**config.mk**
```make
export PLATFORM = sky130hd
export DESIGN_NAME = dma_bd_ram_arbiter
export DESIGN_NICKNAME = d
export VERILOG_FILES = /design/src/rtl/dma_bd_pkg.sv /design/src/rtl/dma_bd_rr_arbiter.sv /design/src/rtl/dma_bd_ram_arbiter.sv
export SDC_FILE = /design/constraint.sdc
export NUM_CORES = 1
export LEC_CHECK = 0
export ABC_AREA = 1
export BUFFER_PORTS_ARGS = -buffer_cell sky130_fd_sc_hd__buf_4
export CORE_AREA = 4 4 378 380
export CTS_CLUSTER_DIAMETER = 120
export DETAILED_ROUTE_END_ITERATION = 7
export DIE_AREA = 0 0 382 384
export PLACE_DENSITY = 0.3
export SYNTH_ARGS = -nofsm -noshare
export SYNTH_HDL_FRONTEND = slang
export SYNTH_HIERARCHICAL = 1
export SYNTH_SLANG_ARGS = --single-unit
```
**constraint.sdc**
```tcl
create_clock -name clk_i -period 2.5 [get_ports clk_i]
set_clock_uncertainty 0.05 [all_clocks]
set_input_delay 0.375 -clock clk_i [delete_from_list [all_inputs] [get_ports clk_i]]
set_output_delay 0.375 -clock clk_i [all_outputs]
set_load 0.01 [all_outputs]
```
**src/rtl/dma_bd_pkg.sv**
```systemverilog
// Shared definitions for the DMA buffer-descriptor RAM: geometry, requester
// indices and a small width helper.
package dma_bd_pkg;

  localparam int BD_DATA_W = 128;
  localparam int BD_ADDR_W = 7;
  localparam int BD_DEPTH  = 128;

  // Wide enough for the largest supported requester count (8).
  localparam int REQ_IDX_W = 3;
  typedef logic [REQ_IDX_W-1:0] req_idx_t;

  localparam req_idx_t REQ_CFG   = 3'd0;
  localparam req_idx_t REQ_FETCH = 3'd1;
  localparam req_idx_t REQ_WB    = 3'd2;
  localparam req_idx_t REQ_SPARE = 3'd3;

  function automatic int idx_w(input int n);
    return (n > 1) ? $clog2(n) : 1;
  endfunction

endpackage

```
**src/rtl/dma_bd_rr_arbiter.sv**
```systemverilog
// Round-robin grant generator with a single-owner lock for atomic
// read-modify-write sequences. Pure arbitration, no datapath.
module dma_bd_rr_arbiter
  import dma_bd_pkg::*;
#(
  parameter  int NUM_REQ = 4,
  localparam int IDX_W   = idx_w(NUM_REQ)
) (
  input  logic               clk_i,
  input  logic               rst_i,
  input  logic [NUM_REQ-1:0] req_i,
  input  logic [NUM_REQ-1:0] lock_i,
  output logic [NUM_REQ-1:0] gnt_o,
  output logic               gnt_vld_o,
  output logic [IDX_W-1:0]   gnt_idx_o
);

  localparam logic [IDX_W:0]   NREQ = (IDX_W+1)'(NUM_REQ);
  localparam logic [IDX_W-1:0] LAST = IDX_W'(NUM_REQ-1);

  logic [IDX_W-1:0] ptr_q, ptr_d;
  logic [IDX_W-1:0] owner_q, owner_d;
  logic             owner_vld_q, owner_vld_d;
  logic [IDX_W:0]   cand;

  function automatic logic [IDX_W-1:0] nxt(input logic [IDX_W-1:0] k);
    return (k == LAST) ? '0 : k + 1'b1;
  endfunction

  // Scanning from the farthest slot back to the pointer lets the last hit
  // be the nearest one, so no early exit is needed.
  always_comb begin
    gnt_vld_o = 1'b0;
    gnt_idx_o = '0;
    cand      = '0;
    if (owner_vld_q) begin
      gnt_vld_o = req_i[owner_q];
      gnt_idx_o = owner_q;
    end else begin
      for (int i = NUM_REQ-1; i >= 0; i--) begin
        cand = {1'b0, ptr_q} + (IDX_W+1)'(i);
        if (cand >= NREQ) cand = cand - NREQ;
        if (req_i[cand[IDX_W-1:0]]) begin
          gnt_vld_o = 1'b1;
          gnt_idx_o = cand[IDX_W-1:0];
        end
      end
    end
  end

  always_comb begin
    gnt_o = '0;
    if (gnt_vld_o) gnt_o[gnt_idx_o] = 1'b1;
  end

  // A locked grant parks the pointer; it only moves again on release.
  always_comb begin
    ptr_d       = ptr_q;
    owner_d     = owner_q;
    owner_vld_d = owner_vld_q;
    if (owner_vld_q) begin
      if (!req_i[owner_q] || !lock_i[owner_q]) begin
        owner_vld_d = 1'b0;
        ptr_d       = nxt(owner_q);
      end
    end else if (gnt_vld_o) begin
      if (lock_i[gnt_idx_o]) begin
        owner_vld_d = 1'b1;
        owner_d     = gnt_idx_o;
      end else begin
        ptr_d = nxt(gnt_idx_o);
      end
    end
  end

  always_ff @(posedge clk_i) begin
    if (rst_i) begin
      ptr_q       <= '0;
      owner_q     <= '0;
      owner_vld_q <= 1'b0;
    end else begin
      ptr_q       <= ptr_d;
      owner_q     <= owner_d;
      owner_vld_q <= owner_vld_d;
    end
  end

endmodule

```
**src/rtl/dma_bd_ram_arbiter.sv**
```systemverilog
// Shares the buffer-descriptor RAM among requesters: one grant per cycle,
// registered RAM commands, read data steered back by a tag pipeline.
// Optional DMA_BD_ARB_ADDR_CHK_EN adds out-of-range suppression and addr_err_o.
module dma_bd_ram_arbiter
  import dma_bd_pkg::*;
#(
  parameter  int NUM_REQ = 4,
  parameter  int ADDR_W  = BD_ADDR_W,
  parameter  int DATA_W  = BD_DATA_W,
  parameter  int DEPTH   = BD_DEPTH,
  parameter  int RD_LAT  = 1,
  localparam int IDX_W   = idx_w(NUM_REQ)
) (
  input  logic                      clk_i,
  input  logic                      rst_i,
  input  logic [NUM_REQ-1:0]        req_i,
  input  logic [NUM_REQ-1:0]        we_i,
  input  logic [NUM_REQ-1:0]        lock_i,
  input  logic [NUM_REQ*ADDR_W-1:0] addr_i,
  input  logic [NUM_REQ*DATA_W-1:0] wdata_i,
  output logic [NUM_REQ-1:0]        gnt_o,
  output logic [NUM_REQ-1:0]        rvalid_o,
  output logic [DATA_W-1:0]         rdata_o,
  output logic                      ram_wen_o,
  output logic [ADDR_W-1:0]         ram_waddr_o,
  output logic [DATA_W-1:0]         ram_wdata_o,
  output logic                      ram_ren_o,
  output logic [ADDR_W-1:0]         ram_raddr_o,
  input  logic [DATA_W-1:0]         ram_rdata_i
`ifdef DMA_BD_ARB_ADDR_CHK_EN
  ,
  output logic                      addr_err_o
`endif
);

  if (DEPTH > (1 << ADDR_W) || RD_LAT < 1 || RD_LAT > 3) begin : g_cfg_bad
    $error("dma_bd_ram_arbiter: DEPTH or RD_LAT out of range");
  end

  logic [NUM_REQ-1:0] gnt;
  logic               gnt_vld;
  logic [IDX_W-1:0]   gnt_idx;

  dma_bd_rr_arbiter #(.NUM_REQ(NUM_REQ)) u_arb (
    .clk_i     (clk_i),
    .rst_i     (rst_i),
    .req_i     (req_i),
    .lock_i    (lock_i),
    .gnt_o     (gnt),
    .gnt_vld_o (gnt_vld),
    .gnt_idx_o (gnt_idx)
  );

  assign gnt_o = gnt;

  logic [ADDR_W-1:0] sel_addr;
  logic [DATA_W-1:0] sel_wdata;
  logic              sel_we;

  always_comb begin
    sel_addr  = '0;
    sel_wdata = '0;
    sel_we    = 1'b0;
    for (int i = 0; i < NUM_REQ; i++) begin
      if (gnt[i]) begin
        sel_addr  = addr_i[i*ADDR_W +: ADDR_W];
        sel_wdata = wdata_i[i*DATA_W +: DATA_W];
        sel_we    = we_i[i];
      end
    end
  end

  logic acc_ok;

`ifdef DMA_BD_ARB_ADDR_CHK_EN
  logic addr_err_q;

  assign acc_ok = ({1'b0, sel_addr} < (ADDR_W+1)'(DEPTH));

  always_ff @(posedge clk_i) begin
    if (rst_i) addr_err_q <= 1'b0;
    else       addr_err_q <= gnt_vld & ~acc_ok;
  end

  assign addr_err_o = addr_err_q;
`else
  assign acc_ok = 1'b1;
`endif

  logic                      ram_wen_q, ram_ren_q;
  logic [ADDR_W-1:0]         ram_waddr_q, ram_raddr_q;
  logic [DATA_W-1:0]         ram_wdata_q;
  logic [RD_LAT:0]           vld_pipe;
  logic [RD_LAT:0]           ok_pipe;
  logic [RD_LAT:0][IDX_W-1:0] tag_pipe;

  // Stage 0 lines up with the RAM command; stage RD_LAT with RAM read data.
  // Suppressed reads still travel the pipe so the requester gets its return.
  always_ff @(posedge clk_i) begin
    if (rst_i) begin
      ram_wen_q   <= 1'b0;
      ram_ren_q   <= 1'b0;
      ram_waddr_q <= '0;
      ram_raddr_q <= '0;
      ram_wdata_q <= '0;
      vld_pipe    <= '0;
      ok_pipe     <= '0;
      tag_pipe    <= '0;
    end else begin
      ram_wen_q   <= gnt_vld &  sel_we & acc_ok;
      ram_ren_q   <= gnt_vld & ~sel_we & acc_ok;
      if (gnt_vld & sel_we) begin
        ram_waddr_q <= sel_addr;
        ram_wdata_q <= sel_wdata;
      end
      if (gnt_vld & ~sel_we) ram_raddr_q <= sel_addr;
      vld_pipe[0] <= gnt_vld & ~sel_we;
      ok_pipe[0]  <= acc_ok;
      tag_pipe[0] <= gnt_idx;
      for (int s = 1; s <= RD_LAT; s++) begin
        vld_pipe[s] <= vld_pipe[s-1];
        ok_pipe[s]  <= ok_pipe[s-1];
        tag_pipe[s] <= tag_pipe[s-1];
      end
    end
  end

  assign ram_wen_o   = ram_wen_q;
  assign ram_ren_o   = ram_ren_q;
  assign ram_waddr_o = ram_waddr_q;
  assign ram_raddr_o = ram_raddr_q;
  assign ram_wdata_o = ram_wdata_q;

  always_comb begin
    rvalid_o = '0;
    if (vld_pipe[RD_LAT]) rvalid_o[tag_pipe[RD_LAT]] = 1'b1;
  end

  assign rdata_o = (vld_pipe[RD_LAT] && ok_pipe[RD_LAT]) ? ram_rdata_i : '0;

endmodule

```
==> flow_summary.yaml, run 1 <==
outcome:
  run_status: "finished with violations"
  violations: "setup timing"
synth:
  synthTopCellsByArea: "nand2_1 26%, dfxtp_1 25%, nor2_1 13%, inv_1 9.2%, a21oi_1 5.9%"
  yosysUniqueCellTypes: 31
  post_synth.cell_area_avg_um2: 5.238
  syn_inst: 2370
  synth_fp_nets: 3056
  synth.largest_area_cell: "nand2_1"
  yosys_warnings: 6
  netlist_area_um2: 12410
  ys_seq_elements: 156
  synth.top_cell.area_share_pct: 25.79
  synth_seq_area_share_pct: 25.16
die:
  dieArea_um2: 146700
  coreArea_um2: 139200
  die_h_um: 384
  std_cell_rows: 137
  start_util_pct: 8.918
  fp.dieW_um: 382
  ios: 962
sta:
  setup_viol: 148
  fin_crit_ns: 2.971
  rsz0062_at_grt: "true"
  fmaxAchievable_mhz: 336.6
  slew_viol_final: 0
  layout_setup_ws_ns: -0.4710
  hold_viol: 0
  worstMarginPinSlew_ns: 0.5024
  hold_ws_ns: 0.1323
  fin_crit_sh_pct: 118.8
  maxSlewHeadroom_pct: 66.51
clocking:
  htreeDepth: 4
  hold_buffers: 0
  path_clk_slew_ns: 0.08
  cts_tree: "done"
  cts_made_buffers: 17
  clk_path_buf_depth: 2
  worstSkewPairLatency_ns: 0.49
  cts-root-buf: "clkbuf_16"
  cts_sinks: 156
pwr:
  peakVddDrop_mv: 0.5722
  p_leak_nw: 13.65
  p_per_area_nw_per_um2: 1656
  power.total_mw: 42.18
critical_path:
  critPathRequiredTime_ns: 2.86
  cp_max_fo: 8
  arrival_ns: 3.33
  cp-startpoint: "u_arb/ptr_q[0]"
  cp-start-kind: "flip-flop"
  rr_startpoint: "u_arb/ptr_q[0]"
  critPathKind: "flip-flop to flip-flop"
  critPathCaptureType: "flip-flop"
  regToRegSetupSlack_ns: -0.47
drt:
  vias_per_cell: 3.386
  post-route-drc-count: 0
  dr_wl_met3_um: 10090
  drt_iter0_drc: 735
  routed_wl_um: 107500
  wl_met2_um: 53860
  routed.top_layer: "met5"
  ant_nets: 0
  met1_length_um: 41340
  dr.pass1.iters: 4
  vias: 17990
  wl_per_cell_um: 20.23
grt:
  track_usage_pct: 13.83
  grt_max_degree: 50
  grt_pass1_wl_um: 142000
  antenna_found_initial: 41
  grt_pass1_vias: 18360
  grt.overflow.total: 0
min_path:
  holdCritStartpoint: "wdata_i[389]"
  hp-class: "input port to flip-flop"
final_layout:
  fin_nets: 4085
  n_fill_cell: 16310
  final_common_cell: "buf_4"
  multi_input_area_um2: 8173
  final_cells: 5313
  register_area_um2: 3128
  layout-drive-gt1-share_pct: 43.73
  syn2layout_area_growth_pct: 105.2
  layout_common_cells: "1,054 x buf_4, 777 x nand2_1, 404 x nor2_1"
placement:
  io_buffers: 961
  finalWeightedCongestion: 0.8312
  dpl.cell_count: 5203
  hpwl_um: 87110
flow_run:
  max_cap_violations: 0
layer usage:
metal	track usage (%)	vias up
li1	-	9123
met1	14.84	8168
met2	24.22	581
met3	6.498	95
met4	3.946	24
met5	0	-
state kept, by name, indices dropped and copies added, names as in the netlist:
name,cells
ram_wdata_o,128
tag_pipe,4
u_arb/ptr_q,2
u_arb/owner_vld_q,1
ram_wen_o,1
vld_pipe,2
ram_raddr_o,7
ram_waddr_o,7
ok_pipe,2
u_arb/owner_q,2
logic make-up after synthesis:
| logic type | after synthesis | share of synthesized area [%] |
|---|---|---|
| AO/OA/AOI/OAI | 171 | 7.167 |
| adder cells (fa/ha/maj) | 4 | 0.4032 |
| buffers and inverters | 458 | 14.66 |
| flip-flops | 156 | 25.16 |
| AND/OR/NAND/NOR | 1581 | 52.62 |
worst paths after layout:
path                           to  depth (start not counted)
setup / recovery  ram_wdata_o[83]                         24
hold / removal     ram_wdata_o[5]                          5
setup reg to reg  ram_wdata_o[83]                         24
hold reg to reg        ok_pipe[1]                          2
where the power goes:
part	leakage (nW)	internal (mW)	switching (mW)
logic	12.1	15.5	20.0
registers	1.29	3.35	0.462
clock network	0.280	1.41	1.44
repair_timing:
item	4_1_cts	5_1_grt
endpoints found under the setup margin	149	148
cloned	10	9
pin swaps	50	60
buffers inserted	26	12
gates resized for setup	153	101
area by class of cell:
type / instances / area share (%)
Antenna cell: 25 / 0.2457
Clock buffer: 18 / 1.685
Clock inverter: 14 / 0.5945
Inverter: 309 / 4.702
Multi-Input combinational cell: 1756 / 32.09
Sequential cell: 156 / 12.28
Tap cell: 1876 / 9.217
Timing Repair Buffer: 1159 / 39.18
critical path, cell delays in order, from the launching register on:
cell	delay (ns)
dfxtp_4	0.45
inv_8	0.06
nand2_2	0.06
nand2_2	0.07
nand2_4	0.11
nand2_8	0.07
o21ai_4	0.15
nand2_2	0.10
a21boi_4	0.22
ha_4	0.16
inv_2	0.03
nor2_4	0.10
buf_6	0.14
nor2_4	0.04
buf_12	0.13
buf_12	0.14
buf_12	0.14
buf_12	0.12
buf_4	0.13
nand2_1	0.05
nand2_1	0.05
nand3_1	0.07
nand2_1	0.05
nor2_1	0.10
nor2_1	0.04
cells in the mapped netlist:
| master | instances |
|---|---|
| nand3_1 | 137 |
| a21boi_2 | 1 |
| a21boi_1 | 1 |
| and2_4 | 2 |
| nand2_2 | 15 |
| nor2_2 | 1 |
| or2_1 | 24 |
| buf_1 | 16 |
| dfxtp_1 | 156 |
| nand2_1 | 853 |
| o21ai_0 | 12 |
| a21oi_1 | 146 |
| or2_2 | 104 |
| nand3_2 | 4 |
| a21oi_2 | 1 |
| nor3_1 | 4 |
| inv_6 | 1 |
| buf_2 | 30 |
| inv_1 | 303 |
| nor2_1 | 433 |
| o2111ai_1 | 1 |
| o21ai_1 | 2 |
| nand2_4 | 3 |
| clkbuf_1 | 88 |
| a21o_1 | 7 |
| ha_1 | 4 |
| buf_6 | 1 |
| inv_2 | 5 |
| nor4_1 | 1 |
| clkbuf_2 | 1 |
| buf_4 | 13 |
per-stage QoR:
step	cell area, um2	utilization [%]	setup TNS [ns]	setup slack, ns
3_5_place_dp	23030	16.54	-75.69	-0.6968
2_1_floorplan	12590	-	-9.520	-0.07625
3_3_place_gp	23030	16.54	-80.84	-0.7346
6_report	25470	18.30	-59.16	-0.4710
4_1_cts	24720	17.76	-57.37	-0.4470
5_1_grt	25440	18.28	-89.78	-0.6879
Note: power is estimated with default switching activity, not from simulation.
==> run 2: changes to the inputs <==
Settings changed: ABC_AREA 1 to default, CORE_AREA 4 4 378 380 to 4 4 367 369, DIE_AREA 0 0 382 384 to 0 0 371 373, SYNTH_HIERARCHICAL 1 to default.
Clock period 2.5 ns to 2.88 ns, I/O delays scaled along.
==> flow_summary.yaml, run 2 <==
pwr:
  peakVddDrop_mv: 0.5029
  p_per_area_nw_per_um2: 830.9
  p_leak_nw: 10.80
  power.total_mw: 19.41
grt:
  grt_pass1_wl_um: 140100
  track_usage_pct: 14.31
  grt_max_degree: 106
  antenna_found_initial: 33
  grt_pass1_vias: 17070
  grt.overflow.total: 0
sta:
  maxSlewHeadroom_pct: 51.24
  hold_viol: 0
  worstMarginPinSlew_ns: 0.7129
  fmaxAchievable_mhz: 315.5
  layout_setup_ws_ns: -0.2898
  fin_crit_ns: 3.170
  setup_viol: 136
  rsz0062_at_grt: "true"
  slew_viol_final: 0
  fin_crit_sh_pct: 110.1
clocking:
  cts_made_buffers: 17
  cts-root-buf: "clkbuf_16"
  cts_sinks: 156
  path_clk_slew_ns: 0.07
  cts_tree: "done"
  clk_path_buf_depth: 2
  htreeDepth: 4
  worstSkewPairLatency_ns: 0.51
placement:
  hpwl_um: 83010
  dp_slack_ns: -0.2808
  dpl.cell_count: 4038
  io_buffers: 961
  finalWeightedCongestion: 0.8803
final_layout:
  layout-drive-gt1-share_pct: 57.40
  final_common_cell: "buf_4"
  final_cells: 4103
  largest_reg_flops: 128
  fin_nets: 3008
  syn2layout_area_growth_pct: 95.51
  layout_common_cells: "1,046 x buf_4, 263 x and3_1, 151 x dfxtp_1"
  n_fill_cell: 14800
synth:
  syn_inst: 1403
  ys_top_cells_by_count: "264 x and3_1, 156 x dfxtp_1, 142 x nand2_1, 138 x mux2i_1, 136 x o211ai_1"
  async_reset_ff_share_pct: 0
  synth_edf_count: 0
  yosysUniqueCellTypes: 53
  yosysMostFrequentCell: "and3_1"
  synth.largest_area_cell: "dfxtp_1"
  synthTopCellsByArea: "dfxtp_1 26%, and3_1 14%, o221a_2 12%, mux2i_1 12%, o2bb2ai_1 9.9%"
  synth_fp_nets: 2086
  yosys_warnings: 0
  post_synth.cell_area_avg_um2: 8.517
  synth_seq_area_share_pct: 26.14
  synth-main-ff-cell: "dfxtp_1"
  netlist_area_um2: 11950
  synth.top_cell.area_share_pct: 26.14
  ys_seq_elements: 156
drt:
  drt_iter0_drc: 641
  dr.pass1.iters: 5
  vias: 15720
  post-route-drc-count: 0
  ant_nets: 0
  vias_per_cell: 3.832
  routed_wl_um: 103800
  wl_per_cell_um: 25.31
die:
  std_cell_rows: 133
  dieArea_um2: 138400
  ios: 962
  fp.dieW_um: 371
  die_h_um: 373
  coreArea_um2: 131100
  start_util_pct: 9.112
min_path:
  hold_depth: 2
  hp-class: "input port to flip-flop"
  min_to: "u_arb.owner_vld_q"
  holdCritStartpoint: "rst_i"
critical_path:
  critPathKind: "flip-flop to flip-flop"
  r2r_cells: 12
  cp_max_fo: 63
  critPathRequiredTime_ns: 3.23
  rr_startpoint: "u_arb.owner_vld_q"
  critPathCaptureType: "flip-flop"
  cp-start-kind: "flip-flop"
  regToRegSetupSlack_ns: -0.29
  arrival_ns: 3.52
  r2r_end: "ram_wdata_o[98]"
flow_run:
  max_cap_violations: 0
outcome:
  run_status: "finished with violations"
  violations: "setup timing"
[run 2: cell count changes in the layout (fill, tap and decap cells not counted), sizes merged, moves of 49 or more]
| cell | change |
|---|---|
| o221a | +135 |
| inv | -302 |
| buf | -49 |
| mux2i | +138 |
| or2 | -126 |
| a21oi | -144 |
| nand3 | -139 |
| nand2 | -729 |
| o2bb2ai | +135 |
| nor2 | -420 |
| o211ai | +136 |
| and3 | +264 |
[run 2: final cells by class]
class / count / area, um2 / area share, %
clock buffer: 20 / 446.7 / 1.912
inverter: 12 / 52.55 / 0.2249
tap: 1755 / 2196 / 9.400
clock inverter: 12 / 113.9 / 0.4874
antenna: 10 / 25.02 / 0.1071
multi-input combinational: 1037 / 8412 / 36.01
timing repair buffer: 1101 / 8979 / 38.43
sequential: 156 / 3137 / 13.43
[run 2: worst max-delay path, cell delays in order (launching register included)]
cell       delay (ns)
dfxtp_4          0.36
buf_6            0.11
and2_4           0.15
or3_4            0.37
buf_6            0.13
inv_4            0.05
ha_4             0.13
nand2_2          0.04
or4_4            0.42
and2_4           0.15
o311a_4          0.39
buf_12           0.19
o2bb2ai_2        0.27
[run 2: cell families (layout without fill, tap and decap cells)]
logic type / count (synthesis) / count (layout) / share of synthesized area [%]
compound gates: 436 / 436 / 33.37
xor+xnor: 1 / 1 / 0.07331
fa+ha+maj: 1 / 1 / 0.1047
buf+inv: 210 / 1145 / 7.613
flops: 156 / 156 / 26.14
mux: 141 / 141 / 11.84
other cells: 0 / 10 / 0
simple gates: 458 / 458 / 20.86
[run 2: worst max path at each step]
stage                           start                to  slack (ns)
floorplan                    req_i[2]    ram_waddr_o[0]       -0.17
global placement             req_i[3]   ram_wdata_o[35]       -0.33
detailed placement           req_i[3]  ram_wdata_o[103]       -0.28
CTS                 u_arb.owner_vld_q   ram_wdata_o[94]       -0.18
global route        u_arb.owner_vld_q   ram_wdata_o[38]       -0.26
finish              u_arb.owner_vld_q   ram_wdata_o[98]       -0.29
[run 2: per-stage QoR]
stage | util [%] | setup TNS (ns) | hold WS [ns] | instance area, um2
CTS | 17.59 | -13.70 | 0.09253 | 23070
finish | 17.82 | -19.43 | 0.1611 | 23360
global placement | 16.69 | -37.90 | 0.3686 | 21890
detailed placement | 16.69 | -30.87 | 0.3730 | 21890
floorplan | - | -15.34 | 0.3638 | 12010
global route | 17.80 | -24.19 | 0.1312 | 23340
[run 2: repair_timing]
action                     CTS  global route
hold buffers                 0             0
pin swaps                   10             3
gates resized for setup     64            33
buffers inserted            11             1
setup endpoints to repair  128           137
cloned                       9             2
[run 2: where the power goes]
| group | internal (mW) | total, mW | switching, mW | leakage, nW |
|---|---|---|---|---|
| Sequential | 2.88 | 3.46 | 0.573 | 1.27 |
| Clock | 1.22 | 2.43 | 1.21 | 0.269 |
| Combinational | 6.20 | 13.5 | 7.33 | 9.26 |
[run 2: layer usage]
metal	GRT usage [%]	routed length (um)	vias up
met5	0	110	-
met4	2.652	1347	16
met3	5.203	7837	83
met2	26.77	54780	544
met1	15.40	39780	7686
li1	-	-	7394
